===== src/rtl/pulse_gen_pkg.sv =====
// Shared types and defaults for the programmable pulse generator.
package pulse_gen_pkg;

    localparam int unsigned PG_CNT_W      = 16;
    localparam int unsigned PG_DEF_PERIOD = 4;
    localparam int unsigned PG_DEF_WIDTH  = 2;

    typedef struct packed {
        logic [PG_CNT_W-1:0] period;
        logic [PG_CNT_W-1:0] width;
        logic                invert;
        logic [PG_CNT_W-1:0] burst;
    } pg_cfg_t;

    // Power-on configuration: given period/width, non-inverted, continuous.
    function automatic pg_cfg_t pg_default(input int unsigned period,
                                           input int unsigned width);
        pg_cfg_t c;
        c.period = PG_CNT_W'(period);
        c.width  = PG_CNT_W'(width);
        c.invert = 1'b0;
        c.burst  = '0;
        return c;
    endfunction

endpackage


===== src/rtl/pulse_gen_cfg.sv =====
// Shadow/pending configuration registers with load validation.
// cfg_c is the configuration the counters run with from this edge onward.
module pulse_gen_cfg
    import pulse_gen_pkg::*;
#(
    parameter int unsigned DEF_PERIOD = PG_DEF_PERIOD,
    parameter int unsigned DEF_WIDTH  = PG_DEF_WIDTH
) (
    input  logic    clk,
    input  logic    rst,
    input  logic    load,
    input  pg_cfg_t load_cfg,
    input  logic    busy,
    input  logic    wrap,
    output pg_cfg_t cfg_c,
    output logic    cfg_err
);

    pg_cfg_t cfg_a;
    pg_cfg_t pend;
    logic    pend_v;

    pg_cfg_t pend_nxt;
    logic    pend_v_nxt;
    logic    err_nxt;
    logic    valid_c;

    assign valid_c = load && (load_cfg.period != '0);

    // Idle loads apply immediately; busy loads wait for the next wrap.
    always_comb begin
        cfg_c      = cfg_a;
        pend_nxt   = pend;
        pend_v_nxt = pend_v;
        err_nxt    = cfg_err;

        if (load && !valid_c) begin
            err_nxt = 1'b1;
        end else if (valid_c) begin
            err_nxt = 1'b0;
        end

        if (!busy) begin
            if (valid_c) begin
                cfg_c = load_cfg;
            end else if (pend_v) begin
                cfg_c = pend;
            end
            pend_v_nxt = 1'b0;
        end else begin
            if (wrap && pend_v) begin
                cfg_c      = pend;
                pend_v_nxt = 1'b0;
            end
            // A load on the wrap edge itself is queued for the following wrap.
            if (valid_c) begin
                pend_nxt   = load_cfg;
                pend_v_nxt = 1'b1;
            end
        end
    end

    always_ff @(posedge clk) begin
        if (rst) begin
            cfg_a   <= pg_default(DEF_PERIOD, DEF_WIDTH);
            pend    <= pg_default(DEF_PERIOD, DEF_WIDTH);
            pend_v  <= 1'b0;
            cfg_err <= 1'b0;
        end else begin
            cfg_a   <= cfg_c;
            pend    <= pend_nxt;
            pend_v  <= pend_v_nxt;
            cfg_err <= err_nxt;
        end
    end

endmodule


===== src/rtl/pulse_generator.sv =====
// Programmable periodic pulse source: phase/burst counters and registered outputs.
// End-of-period and last-period flags are precomputed one edge ahead.
module pulse_generator
    import pulse_gen_pkg::*;
#(
    parameter int unsigned CNT_W      = PG_CNT_W,
    parameter int unsigned DEF_PERIOD = PG_DEF_PERIOD,
    parameter int unsigned DEF_WIDTH  = PG_DEF_WIDTH
) (
    input  logic             clk,
    input  logic             rst,
    input  logic             en,
    input  logic             cfg_load,
    input  logic [CNT_W-1:0] cfg_period,
    input  logic [CNT_W-1:0] cfg_width,
    input  logic             cfg_invert,
    input  logic [CNT_W-1:0] cfg_burst,
    output logic             pulse_out,
    output logic             period_start,
    output logic             busy,
    output logic             done,
    output logic             cfg_err
);

    pg_cfg_t load_cfg;
    pg_cfg_t cfg_c;

    logic [CNT_W-1:0] ph;
    logic [CNT_W-1:0] pcnt;
    logic             at_end;
    logic             last_per;
    logic             need_low;

    logic [CNT_W-1:0] ph_nxt;
    logic [CNT_W-1:0] pcnt_nxt;
    logic             busy_nxt;
    logic             need_low_nxt;
    logic             ps_nxt;
    logic             done_nxt;
    logic             pulse_nxt;
    logic             at_end_nxt;
    logic             last_nxt;

    logic             wrap_c;
    logic             last_c;
    logic             start_c;

    always_comb begin
        load_cfg.period = PG_CNT_W'(cfg_period);
        load_cfg.width  = PG_CNT_W'(cfg_width);
        load_cfg.invert = cfg_invert;
        load_cfg.burst  = PG_CNT_W'(cfg_burst);
    end

    pulse_gen_cfg #(
        .DEF_PERIOD (DEF_PERIOD),
        .DEF_WIDTH  (DEF_WIDTH)
    ) u_cfg (
        .clk      (clk),
        .rst      (rst),
        .load     (cfg_load),
        .load_cfg (load_cfg),
        .busy     (busy),
        .wrap     (wrap_c),
        .cfg_c    (cfg_c),
        .cfg_err  (cfg_err)
    );

    assign wrap_c  = busy && en && at_end;
    assign last_c  = wrap_c && last_per;
    assign start_c = en && !busy && !need_low;

    // Run control: stop on en low, start, burst end, wrap, or advance phase.
    always_comb begin
        ph_nxt       = ph;
        pcnt_nxt     = pcnt;
        busy_nxt     = busy;
        need_low_nxt = need_low;
        ps_nxt       = 1'b0;
        done_nxt     = 1'b0;

        if (!en) begin
            busy_nxt     = 1'b0;
            ph_nxt       = '0;
            pcnt_nxt     = '0;
            need_low_nxt = 1'b0;
        end else if (start_c) begin
            busy_nxt = 1'b1;
            ph_nxt   = '0;
            pcnt_nxt = '0;
            ps_nxt   = 1'b1;
        end else if (busy) begin
            if (last_c) begin
                busy_nxt     = 1'b0;
                ph_nxt       = '0;
                pcnt_nxt     = '0;
                done_nxt     = 1'b1;
                need_low_nxt = 1'b1;
            end else if (wrap_c) begin
                ph_nxt   = '0;
                pcnt_nxt = pcnt + CNT_W'(1);
                ps_nxt   = 1'b1;
            end else begin
                ph_nxt = ph + CNT_W'(1);
            end
        end

        pulse_nxt  = busy_nxt ? ((ph_nxt < CNT_W'(cfg_c.width)) ^ cfg_c.invert)
                              : cfg_c.invert;
        at_end_nxt = (ph_nxt >= (CNT_W'(cfg_c.period) - CNT_W'(1)));
        last_nxt   = (cfg_c.burst != '0) &&
                     (pcnt_nxt >= (CNT_W'(cfg_c.burst) - CNT_W'(1)));
    end

    always_ff @(posedge clk) begin
        if (rst) begin
            ph           <= '0;
            pcnt         <= '0;
            at_end       <= 1'b0;
            last_per     <= 1'b0;
            need_low     <= 1'b0;
            busy         <= 1'b0;
            period_start <= 1'b0;
            done         <= 1'b0;
            pulse_out    <= 1'b0;
        end else begin
            ph           <= ph_nxt;
            pcnt         <= pcnt_nxt;
            at_end       <= at_end_nxt;
            last_per     <= last_nxt;
            need_low     <= need_low_nxt;
            busy         <= busy_nxt;
            period_start <= ps_nxt;
            done         <= done_nxt;
            pulse_out    <= pulse_nxt;
        end
    end

endmodule


===== config.mk =====
export PLATFORM = sky130hd
export DESIGN_NAME = pulse_generator
export DESIGN_NICKNAME = d
export VERILOG_FILES = /design/src/rtl/pulse_gen_pkg.sv /design/src/rtl/pulse_gen_cfg.sv /design/src/rtl/pulse_generator.sv
export SDC_FILE = /design/constraint.sdc
export NUM_CORES = 1
export LEC_CHECK = 0
export ABC_AREA = 1
export CORE_ASPECT_RATIO = 0.5
export CORE_MARGIN = 5
export CORE_UTILIZATION = 60
export DETAILED_ROUTE_END_ITERATION = 8
export PLACE_DENSITY = 0.81
export SKIP_CTS_REPAIR_TIMING = 1
export SYNTH_ARGS = -nofsm -noshare
export SYNTH_HDL_FRONTEND = slang
export SYNTH_SLANG_ARGS = --single-unit

===== constraint.sdc =====
create_clock -name clk -period 4.8 [get_ports clk]
set_clock_uncertainty 0.1 [all_clocks]
set_input_delay 1.2 -clock clk [delete_from_list [all_inputs] [get_ports clk]]
set_output_delay 1.2 -clock clk [all_outputs]
set_load 0.05 [all_outputs]

# After elaboration in Yosys (flattened, before gate mapping)
# Cells that the tools add are included.
totals:
  wordCells: 79
  out_inout_bits: 5
  ff_bits: 139
  inputBits: 53
op_classes:
  muxes: 28
  n_bitwise: 4
  n_reduce_logical: 21
  n_addsub: 4
  n_lt_le_gt_ge: 3
ops:
  columns: ["cell", "n"]
  rows:
  - ["49-bit two-way mux", 4]
  - ["16-bit two-way mux", 10]
  - ["16-bit by 1-bit adder with 16-bit output (second input constant)", 2]
  - ["16-bit >= comparator", 2]
  - ["16-bit nonzero test", 2]
  - ["16-bit by 1-bit subtractor with 16-bit output (second input constant)", 2]
  - ["16-bit less-than comparator", 1]
  - ["1-bit two-way mux", 14]
  - ["1-bit logical AND", 9]
  - ["2-bit nonzero test", 2]
  - ["2-bit OR reduction", 2]
  - ["4-bit OR reduction", 1]
  - ["1-bit zero test", 3]
  - ["1-bit NOT", 3]
  - ["3-bit AND reduction", 1]
  - ["2-bit AND reduction", 1]
  - ["1-bit bitwise XOR", 1]

# Depth between registers and ports, before layout
# Gate-level depths: netlist of the first run.
depth:
  depth_word: 10
  ltp_mapped: 28
  mapped_depth_nobuf: 27

# Modules after synthesis
# From an unflattened synthesis of the first run, not the netlist that was laid out.
hier_totals:
  hier_cells: 1536
  area_unflattened_um2: 9414.0
by_module_without_submodules:
  columns: ["mod", "n_inst", "seq_area_each_um2", "area_each_um2", "cells_each"]
  rows:
  - ["pulse_gen_cfg", 1, 2001.9, 5790.6, 1020]
  - ["pulse_generator", 1, 780.7, 3623.5, 516]

# Least setup slack after synthesis of the first run
# No wires, ideal clock.
synth_timing:
  path_kind: "input-to-reg"
  from: "in cfg_period[10]"
  to: "reg at_end"
  slack_ns: 0.805
  setup_ns: 0.115
  required_time_ns: 4.585
  stages: 21
  arrival_time_ns: 3.779
  path_buffers: 2
  cell_sequence: "nor2_1 -> nand2_1 -> nor2_1 -> nand2_1 -> nand2_1 -> buf_6 -> buf_4 -> o21ai_0 -> a31oi_4 -> ha_1 -> inv_1 -> nor3_2 -> xor2_1 -> ha_1 -> a21o_1 -> a21oi_1 -> o21ai_0 -> a21oi_1 -> nor2_1 -> o21ai_0 -> inv_1"
synth_between:
  elab_chain_len: 6
synth_lines:
  columns: ["item", "line_no", "text"]
  rows:
  - ["from (decl)", "pulse_generator.sv:14", "input logic [CNT_W-1:0] cfg_period,"]
  - ["16-bit nonzero test", "pulse_gen_cfg.sv:28", "assign valid_c = load && (load_cfg.period != '0);"]
  - ["1-bit logical AND", "pulse_gen_cfg.sv:28", null]
  - ["49-bit two-way mux (*)", "pulse_gen_cfg.sv:44", "if (valid_c) begin"]
  - ["49-bit two-way mux (*)", "pulse_gen_cfg.sv:43", "if (!busy) begin"]
  - ["16-bit by 1-bit subtractor with 16-bit output (*)", "pulse_generator.sv:110", "at_end_nxt = (ph_nxt >= (CNT_W'(cfg_c.period) - CNT_W'(1)));"]
  - ["16-bit >= comparator (*)", "pulse_generator.sv:110", null]
  - ["to (signal assigned)", "pulse_generator.sv:129", "at_end <= at_end_nxt;"]
  - ["to (decl)", "pulse_generator.sv:30", "logic at_end;"]
# Mark *: on every way between the ends. The rest lies on a longest branch, timed or not.
# A chain may end at the register's enable or synchronous reset.

# Final worst setup path of the first run
layout_timing:
  from: "in cfg_period[6]"
  to: "reg last_per"
layout_between:
  elab_chain_len: 7
  elab_cells_between_ends: 8
  cone_classes: "add/sub (1); order compare (1); mux (2); reduce/logical (4)"
layout_lines:
  columns: ["item", "line_no", "text"]
  rows:
  - ["16-bit nonzero test (*)", "pulse_gen_cfg.sv:28", null]
  - ["1-bit logical AND (*)", "pulse_gen_cfg.sv:28", null]
  - ["49-bit two-way mux (*)", "pulse_gen_cfg.sv:44", null]
  - ["49-bit two-way mux (*)", "pulse_gen_cfg.sv:43", null]
  - ["16-bit by 1-bit subtractor with 16-bit output", "pulse_generator.sv:112", "(pcnt_nxt >= (CNT_W'(cfg_c.burst) - CNT_W'(1)));"]
  - ["16-bit >= comparator", "pulse_generator.sv:112", null]
  - ["1-bit logical AND (*)", "pulse_generator.sv:111", "last_nxt = (cfg_c.burst != '0) &&"]
  - ["to (signal assigned)", "pulse_generator.sv:130", "last_per <= last_nxt;"]
  - ["to (decl)", "pulse_generator.sv:31", "logic last_per;"]
# Marked as above.

==> run_results.csv, run 1 <==
group,metric,value,unit
final_layout,register_area,0.00278,mm^2
clock_tree,cts_buffers,17,
yosys,synth_enable_flop_cells,0,
final_layout,antennaDiodeCount,0,
clock_tree,htree_num_levels,4,
outcome,outcome,"complete, no violations",
critical_path,critPathMaxFanout,33,
timing,report.final.slew_viol_count,0,
place,final_weighted_congestion_of_routability_driven_global_placement,0.904,
yosys,asyncSetResetFlopFracSynth,0,%
pwr,ir_worst_vdd,325,uV
drt,postRouteAntennaNets,0,
global_routing,global_route.usage.total,28.3,%
yosys,syn-mean-instance-area,7.09,um^2
critical_path,arrival,4.71,ns
clock_tree,cts.clk_slew.worst_paths,0.06,ns
critical_path,worst_setup_path_category,"input port to register",
timing,tns,0,ns
critical_path,setup.worst_path.end_class,"register",
timing,hold_violations,0,
yosys,synthesis.instances,1244,
global_routing,initial_antenna_violation_count,0,
floorplanning,core_area,0.0144,mm^2
critical_path,critical-path-slowest-cell,"sky130_fd_sc_hd__clkdlybuf4s50_1",
yosys,yosys_warn_count,0,
global_routing,remaining_overflow_grt,0,
drt,wl_per_cell,16.0,um
yosys,synth.cells.most_frequent,"sky130_fd_sc_hd__nand2_1 (208), sky130_fd_sc_hd__nor2_1 (145), sky130_fd_sc_hd__dfxtp_1 (139)",
job,drv_cap,0,
timing,worst_hold_slack,0.375,ns
clock_tree,tritoncts,"done",
drt,drtPass1Iterations,5,
drt,via_count,8731,
timing,report.final.setup_viol,0,
floorplanning,area_of_the_die,0.0174,mm^2
clock_tree,clock_sinks,139,
yosys,synth_area,0.00882,mm^2
yosys,synthDominantCellAreaShare,31.6,%
final_layout,layout-area-overhead-vs-synth,17.1,%
floorplanning,io-pin-count,58,
critical_path,cp.required,5.06,ns
clock_tree,worstSkewPairLatency,0.42,ns
yosys,netlist-cell-type-count,52,
critical_path,max_stage_delay,0.58,ns
pwr,p_leak,4.28,nW
critical_path,worst_path_most_repeated_cell,"sky130_fd_sc_hd__nand2_1",
drt,detail_route.iter0.violations,685,
timing,rsz0062_at_grt,"false",
min_path,hold_path.class,"register to register",
final_layout,drive_above_1_share,13.6,%
yosys,syn_nets,1349,
timing,tightest_slew,0.716,ns
drt,detail_route.drc_violations,0,
timing,finalCritPeriodShare,92.6,%
timing,relative_max_transition_margin,52.3,%
pwr,pwr_density_cell,315,mW/mm^2
critical_path,cp.buffers_inverters,4,
floorplanning,floorplan.rows,31,
floorplanning,floorplan.die.height,95.7,um
yosys,synthMostInstantiatedCell,"sky130_fd_sc_hd__nand2_1",
drt,routed_via_density,5.79,
floorplanning,floorplan.die.width,181,um
timing,fin_crit,4.44,ns
clock_tree,clock_tree.buffer_depth,2,
final_layout,multi_input_area,0.00519,mm^2
drt,route.final.wire_length,24.2,mm
clock_tree,clock-root-buffer,"sky130_fd_sc_hd__clkbuf_16",
yosys,synth-seq-cells,139,
timing,maxClockFrequency,0.225,GHz
yosys,synth-seq-area-share,31.6,%
yosys,dominantRegCellSynth,"sky130_fd_sc_hd__dfxtp_1",
critical_path,critPathTopFamily,"simple AND/OR/NAND/NOR gates",
yosys,ranking_of_synthesized_cells_by_area,"sky130_fd_sc_hd__dfxtp_1 (32%), sky130_fd_sc_hd__nand2_1 (8.9%), sky130_fd_sc_hd__ha_1 (7.4%)",
critical_path,setup.worst_path.start_class,"input port",
place,quantity_of_i_o_buffers_inserted_on_ports,57,
yosys,synth.largest_area_cell,"sky130_fd_sc_hd__dfxtp_1",
final_layout,fillerInstances,1157,
place,dp_hpwl,16.8,mm
global_routing,wire_length_of_the_first_global_routing_pass,40.1,mm
floorplanning,starting_density,61.1,%
global_routing,grt_max_degree,56,
global_routing,number_of_global_route_vias_before_repair,8453,
final_layout,finalNetCount,1404,
## final cells by class
cell class / count / area share [%]
clock buffers: 21 / 4.56
clock inverters: 10 / 1.59
inverters: 136 / 4.97
multi-input cells: 899 / 50.2
flip-flops and latches: 139 / 27.0
well taps: 198 / 2.40
repair buffers: 106 / 9.28
## layer usage
| layer | vias up | routed length [um] | GRT usage, % |
|---|---|---|---|
| met5 | - | 0 | 0 |
| li1 | 4279 | - | - |
| met3 | 46 | 1770 | 5.74 |
| met2 | 343 | 11200 | 48.0 |
| met1 | 4063 | 10800 | 36.7 |
| met4 | 0 | 431 | 9.18 |
## worst reg2reg max path, stage by stage (launching register included)
cell and delay (ns):
sky130_fd_sc_hd__dfxtp_2 0.78, sky130_fd_sc_hd__inv_2 0.38, sky130_fd_sc_hd__nor2_8 0.31, sky130_fd_sc_hd__buf_4 0.33, sky130_fd_sc_hd__nand2_1 0.09, sky130_fd_sc_hd__o211ai_1 0.11, sky130_fd_sc_hd__nand2_2 0.13, sky130_fd_sc_hd__nor2_2 0.12
sky130_fd_sc_hd__nand3_1 0.15, sky130_fd_sc_hd__nor2_1 0.24, sky130_fd_sc_hd__nand3_1 0.12, sky130_fd_sc_hd__xor2_1 0.18, sky130_fd_sc_hd__inv_1 0.07, sky130_fd_sc_hd__ha_1 0.29, sky130_fd_sc_hd__a21oi_1 0.15, sky130_fd_sc_hd__o31ai_1 0.09
sky130_fd_sc_hd__a21oi_1 0.12, sky130_fd_sc_hd__nor2_1 0.05, sky130_fd_sc_hd__o21ai_0 0.13, sky130_fd_sc_hd__inv_1 0.05
## registers in the layout, summed over array words and instances (netlist names)
| name | count |
|---|---|
| at_end | 1 |
| u_cfg.cfg_err | 1 |
| busy | 1 |
| last_per | 1 |
| u_cfg.pend | 49 |
| u_cfg.cfg_a | 49 |
| pcnt | 16 |
| ph | 16 |
| period_start | 1 |
| u_cfg.pend_v | 1 |
| pulse_out | 1 |
| need_low | 1 |
| done | 1 |
## stage by stage
| stage | total power [W] | utilization (%) | area, um^2 | setup WS (ns) | cells |
|---|---|---|---|---|---|
| after floorplan | 0.00164 | - | 8820 | 0.805 | 1244 |
| after CTS | 0.00326 | 71.5 | 10300 | 0.396 | 1509 |
| after global placement | 0.00181 | 67.1 | 9690 | 0.0578 | 1478 |
| after global routing | 0.00339 | 71.6 | 10300 | 0.00951 | 1509 |
| final | 0.00326 | 71.6 | 10300 | 0.355 | 1509 |
| after detailed placement | 0.00183 | 67.1 | 9690 | -0.00141 | 1478 |
## placed cells by master (no fill, tap or decap), drive strengths merged, types with 35 or more instances in the layout
cell,count
nand2,210
nor2,157
dfxtp,139
inv,136
o21ai,95
a21oi,93
clkdlybuf4s50,56
ha,52
buf,50
nand3,49
nor3,45
o211ai,38
xor2,35
## power breakdown
group | switching (W) | total (W) | internal (W)
sequential | 0.0000303 | 0.00124 | 0.00121
clock | 0.000522 | 0.00143 | 0.000911
combinational | 0.000349 | 0.000584 | 0.000236
## path summary, 6_finish.rpt
check                       from        endpoint  slack, ns  depth (start not counted)
setup / recovery   cfg_period[6]        last_per       0.36                         27
hold / removal    u_cfg.pend[20]  u_cfg.pend[20]       0.37                          2
setup reg to reg    u_cfg.pend_v          at_end       0.71                         19
hold reg to reg   u_cfg.pend[20]  u_cfg.pend[20]       0.37                          2
## kinds of logic after synthesis
group | synth area share [%]
AND/OR/NAND/NOR | 27.0
AO/OA/AOI/OAI | 20.1
buffers and inverters | 9.66
flip-flops | 31.6
adder cells (fa/ha/maj) | 7.38
XOR/XNOR | 4.27
Note: power is estimated with default switching activity, not from simulation.
==> run 2: changes to the inputs <==
--- a/config.mk
+++ b/config.mk
@@ -8,9 +8,8 @@
 export ABC_AREA = 1
 export CORE_ASPECT_RATIO = 0.5
 export CORE_MARGIN = 5
-export CORE_UTILIZATION = 60
+export CORE_UTILIZATION = 40
 export DETAILED_ROUTE_END_ITERATION = 8
-export PLACE_DENSITY = 0.81
 export SKIP_CTS_REPAIR_TIMING = 1
 export SYNTH_ARGS = -nofsm -noshare
 export SYNTH_HDL_FRONTEND = slang
==> run 2 against run 1 <==
Against the previous run:
- maximum frequency barely moved
- highest routed layer unchanged
- combinational power rose by 5.3%
- cell count rose by 9.0%
- non-clock buffer count rose by 33
- core utilization fell by 22 points
- critical path type unchanged
==> run_results.csv, run 2 (synthesis gave the netlist of run 1 again) <==
group,metric,value,unit
critical_path,cp.buffers_inverters,6,
drt,postRouteAntennaNets,0,
clock_tree,htree_num_levels,4,
critical_path,arrival,4.71,ns
floorplanning,starting_density,40.7,%
critical_path,critical-path-slowest-cell,"sky130_fd_sc_hd__clkdlybuf4s50_1",
global_routing,number_of_global_route_vias_before_repair,8350,
global_routing,remaining_overflow_grt,0,
floorplanning,floorplan.die.width,220,um
timing,setup_slack,0.356,ns
final_layout,layout-area-overhead-vs-synth,21.2,%
critical_path,worst_setup_path_category,"input port to register",
clock_tree,clock-root-buffer,"sky130_fd_sc_hd__clkbuf_16",
timing,finalCritPeriodShare,92.6,%
final_layout,finalNetCount,1437,
floorplanning,floorplan.rows,38,
final_layout,most_frequent_standard_cell_in_the_layout_excluding_fill_and_tap_cells,"sky130_fd_sc_hd__nand2_1",
timing,tns,0,ns
pwr,p_leak,4.41,nW
final_layout,drive_above_1_share,15.7,%
timing,report.final.setup_viol,0,
drt,detail_route.drc_violations,0,
floorplanning,floorplan.die.height,115,um
clock_tree,cts.clk_slew.worst_paths,0.06,ns
pwr,ir_worst_vdd,184,uV
global_routing,global_route.usage.total,19.8,%
drt,wl_per_cell,15.0,um
critical_path,critPathMaxFanout,9,
critical_path,cp.required,5.07,ns
critical_path,critPathTopFamily,"simple AND/OR/NAND/NOR gates",
global_routing,wire_length_of_the_first_global_routing_pass,40.6,mm
timing,tightest_slew,0.957,ns
global_routing,initial_antenna_violation_count,0,
floorplanning,area_of_the_die,0.0253,mm^2
final_layout,fillerInstances,2150,
final_layout,register_area,0.00278,mm^2
drt,via_count,8547,
timing,fin_crit,4.44,ns
outcome,outcome,"complete, no violations",
drt,routed_via_density,5.20,
final_layout,antennaDiodeCount,0,
global_routing,grt_max_degree,83,
timing,maxClockFrequency,0.225,GHz
timing,hold_violations,0,
clock_tree,clock_tree.buffer_depth,2,
clock_tree,tritoncts,"done",
final_layout,final_cell_mix,"sky130_fd_sc_hd__nand2_1 (207), sky130_fd_sc_hd__nor2_1 (145), sky130_fd_sc_hd__dfxtp_1 (138), sky130_fd_sc_hd__inv_1 (126), sky130_fd_sc_hd__a21oi_1 (91)",
critical_path,setup.worst_path.start_class,"input port",
timing,rsz0062_at_grt,"false",
final_layout,layout_top_registers,"u_cfg.cfg_a: 49 flops, u_cfg.pend: 49 flops",
final_layout,utilization,49.3,%
place,place_worst_setup_slack,-0.0912,ns
clock_tree,worstSkewPairLatency,0.43,ns
final_layout,multi_input_area,0.00518,mm^2
critical_path,setup.worst_path.end_class,"register",
min_path,hold_path.class,"register to register",
timing,report.final.slew_viol_count,0,
place,dp_hpwl,17.7,mm
drt,route.final.wire_length,24.7,mm
drt,drtPass1Iterations,5,
clock_tree,clock_sinks,139,
floorplanning,io-pin-count,58,
clock_tree,cts_buffers,17,
critical_path,max_stage_delay,0.53,ns
place,final_weighted_congestion_of_routability_driven_global_placement,0.884,
job,drv_cap,0,
timing,relative_max_transition_margin,36.2,%
drt,detail_route.iter0.violations,562,
pwr,pwr_density_cell,304,mW/mm^2
critical_path,worst_path_most_repeated_cell,"sky130_fd_sc_hd__nand2_1",
place,quantity_of_i_o_buffers_inserted_on_ports,57,
floorplanning,core_area,0.0217,mm^2
run 2: cell types whose count changed in the layout (fill, tap and decap cells not counted), sizes merged:
cell,change
buf,+33
clkinvlp,+3
bufinv,-1
clkbuf,-1
run 2: stage by stage:
step	power (W)	instance area, um^2	std cells	hold slack [ns]
global route	0.00341	10700	1645	0.381
CTS	0.00328	10700	1645	0.371
detailed placement	0.00187	10100	1613	0.361
floorplan	0.00164	8820	1244	0.339
finish	0.00325	10700	1645	0.371
global placement	0.00186	10100	1613	0.352
run 2: final timing paths:
path	start	to	slack [ns]	cells after the start
setup reg to reg	busy	pulse_out	1.20	21
hold reg to reg	u_cfg.pend[47]	u_cfg.pend[47]	0.37	2
hold / removal	u_cfg.pend[47]	u_cfg.pend[47]	0.37	2
setup / recovery	cfg_period[11]	last_per	0.36	26
run 2: area by class of cell:
cell class | instances | share of cell area, %
Clock buffer | 20 | 4.27
Clock inverter | 12 | 1.53
Inverter | 136 | 4.81
Multi-Input combinational cell | 899 | 48.5
Sequential cell | 139 | 26.1
Tap cell | 300 | 3.51
Timing Repair Buffer | 139 | 11.3
run 2: per-layer routing:
metal | up-vias | wire length, um | global-route usage [%]
met5 | - | 0 | 0
met4 | 0 | 416 | 6.56
met3 | 29 | 987 | 3.18
met2 | 184 | 11300 | 33.2
met1 | 3987 | 12000 | 26.4
li1 | 4347 | - | -
run 2: worst reg2reg max path: stages (launching register included):
cell,delay [ns]
sky130_fd_sc_hd__dfxtp_1,0.34
sky130_fd_sc_hd__buf_4,0.37
sky130_fd_sc_hd__nand2_1,0.15
sky130_fd_sc_hd__nor2_1,0.21
sky130_fd_sc_hd__nand2_1,0.10
sky130_fd_sc_hd__nor2_1,0.09
sky130_fd_sc_hd__inv_1,0.05
sky130_fd_sc_hd__nor2_1,0.21
sky130_fd_sc_hd__nand2_1,0.14
sky130_fd_sc_hd__nor2_1,0.16
sky130_fd_sc_hd__nand4_1,0.14
sky130_fd_sc_hd__nor2_1,0.16
sky130_fd_sc_hd__nor3_1,0.07
sky130_fd_sc_hd__buf_4,0.16
sky130_fd_sc_hd__ha_1,0.31
sky130_fd_sc_hd__nand4_1,0.15
sky130_fd_sc_hd__a31oi_1,0.28
sky130_fd_sc_hd__nor3_1,0.10
sky130_fd_sc_hd__nand2_1,0.08
sky130_fd_sc_hd__nand2_1,0.05
sky130_fd_sc_hd__nand2_1,0.05
sky130_fd_sc_hd__inv_1,0.04
run 2: power breakdown:
group          internal [W]  switching, W  total (W)  leakage [nW]
Sequential          0.00121     0.0000262    0.00124          1.14
Combinational      0.000264      0.000351   0.000615          2.99
Clock              0.000850      0.000549    0.00140         0.289
Total               0.00232      0.000926    0.00325          4.41
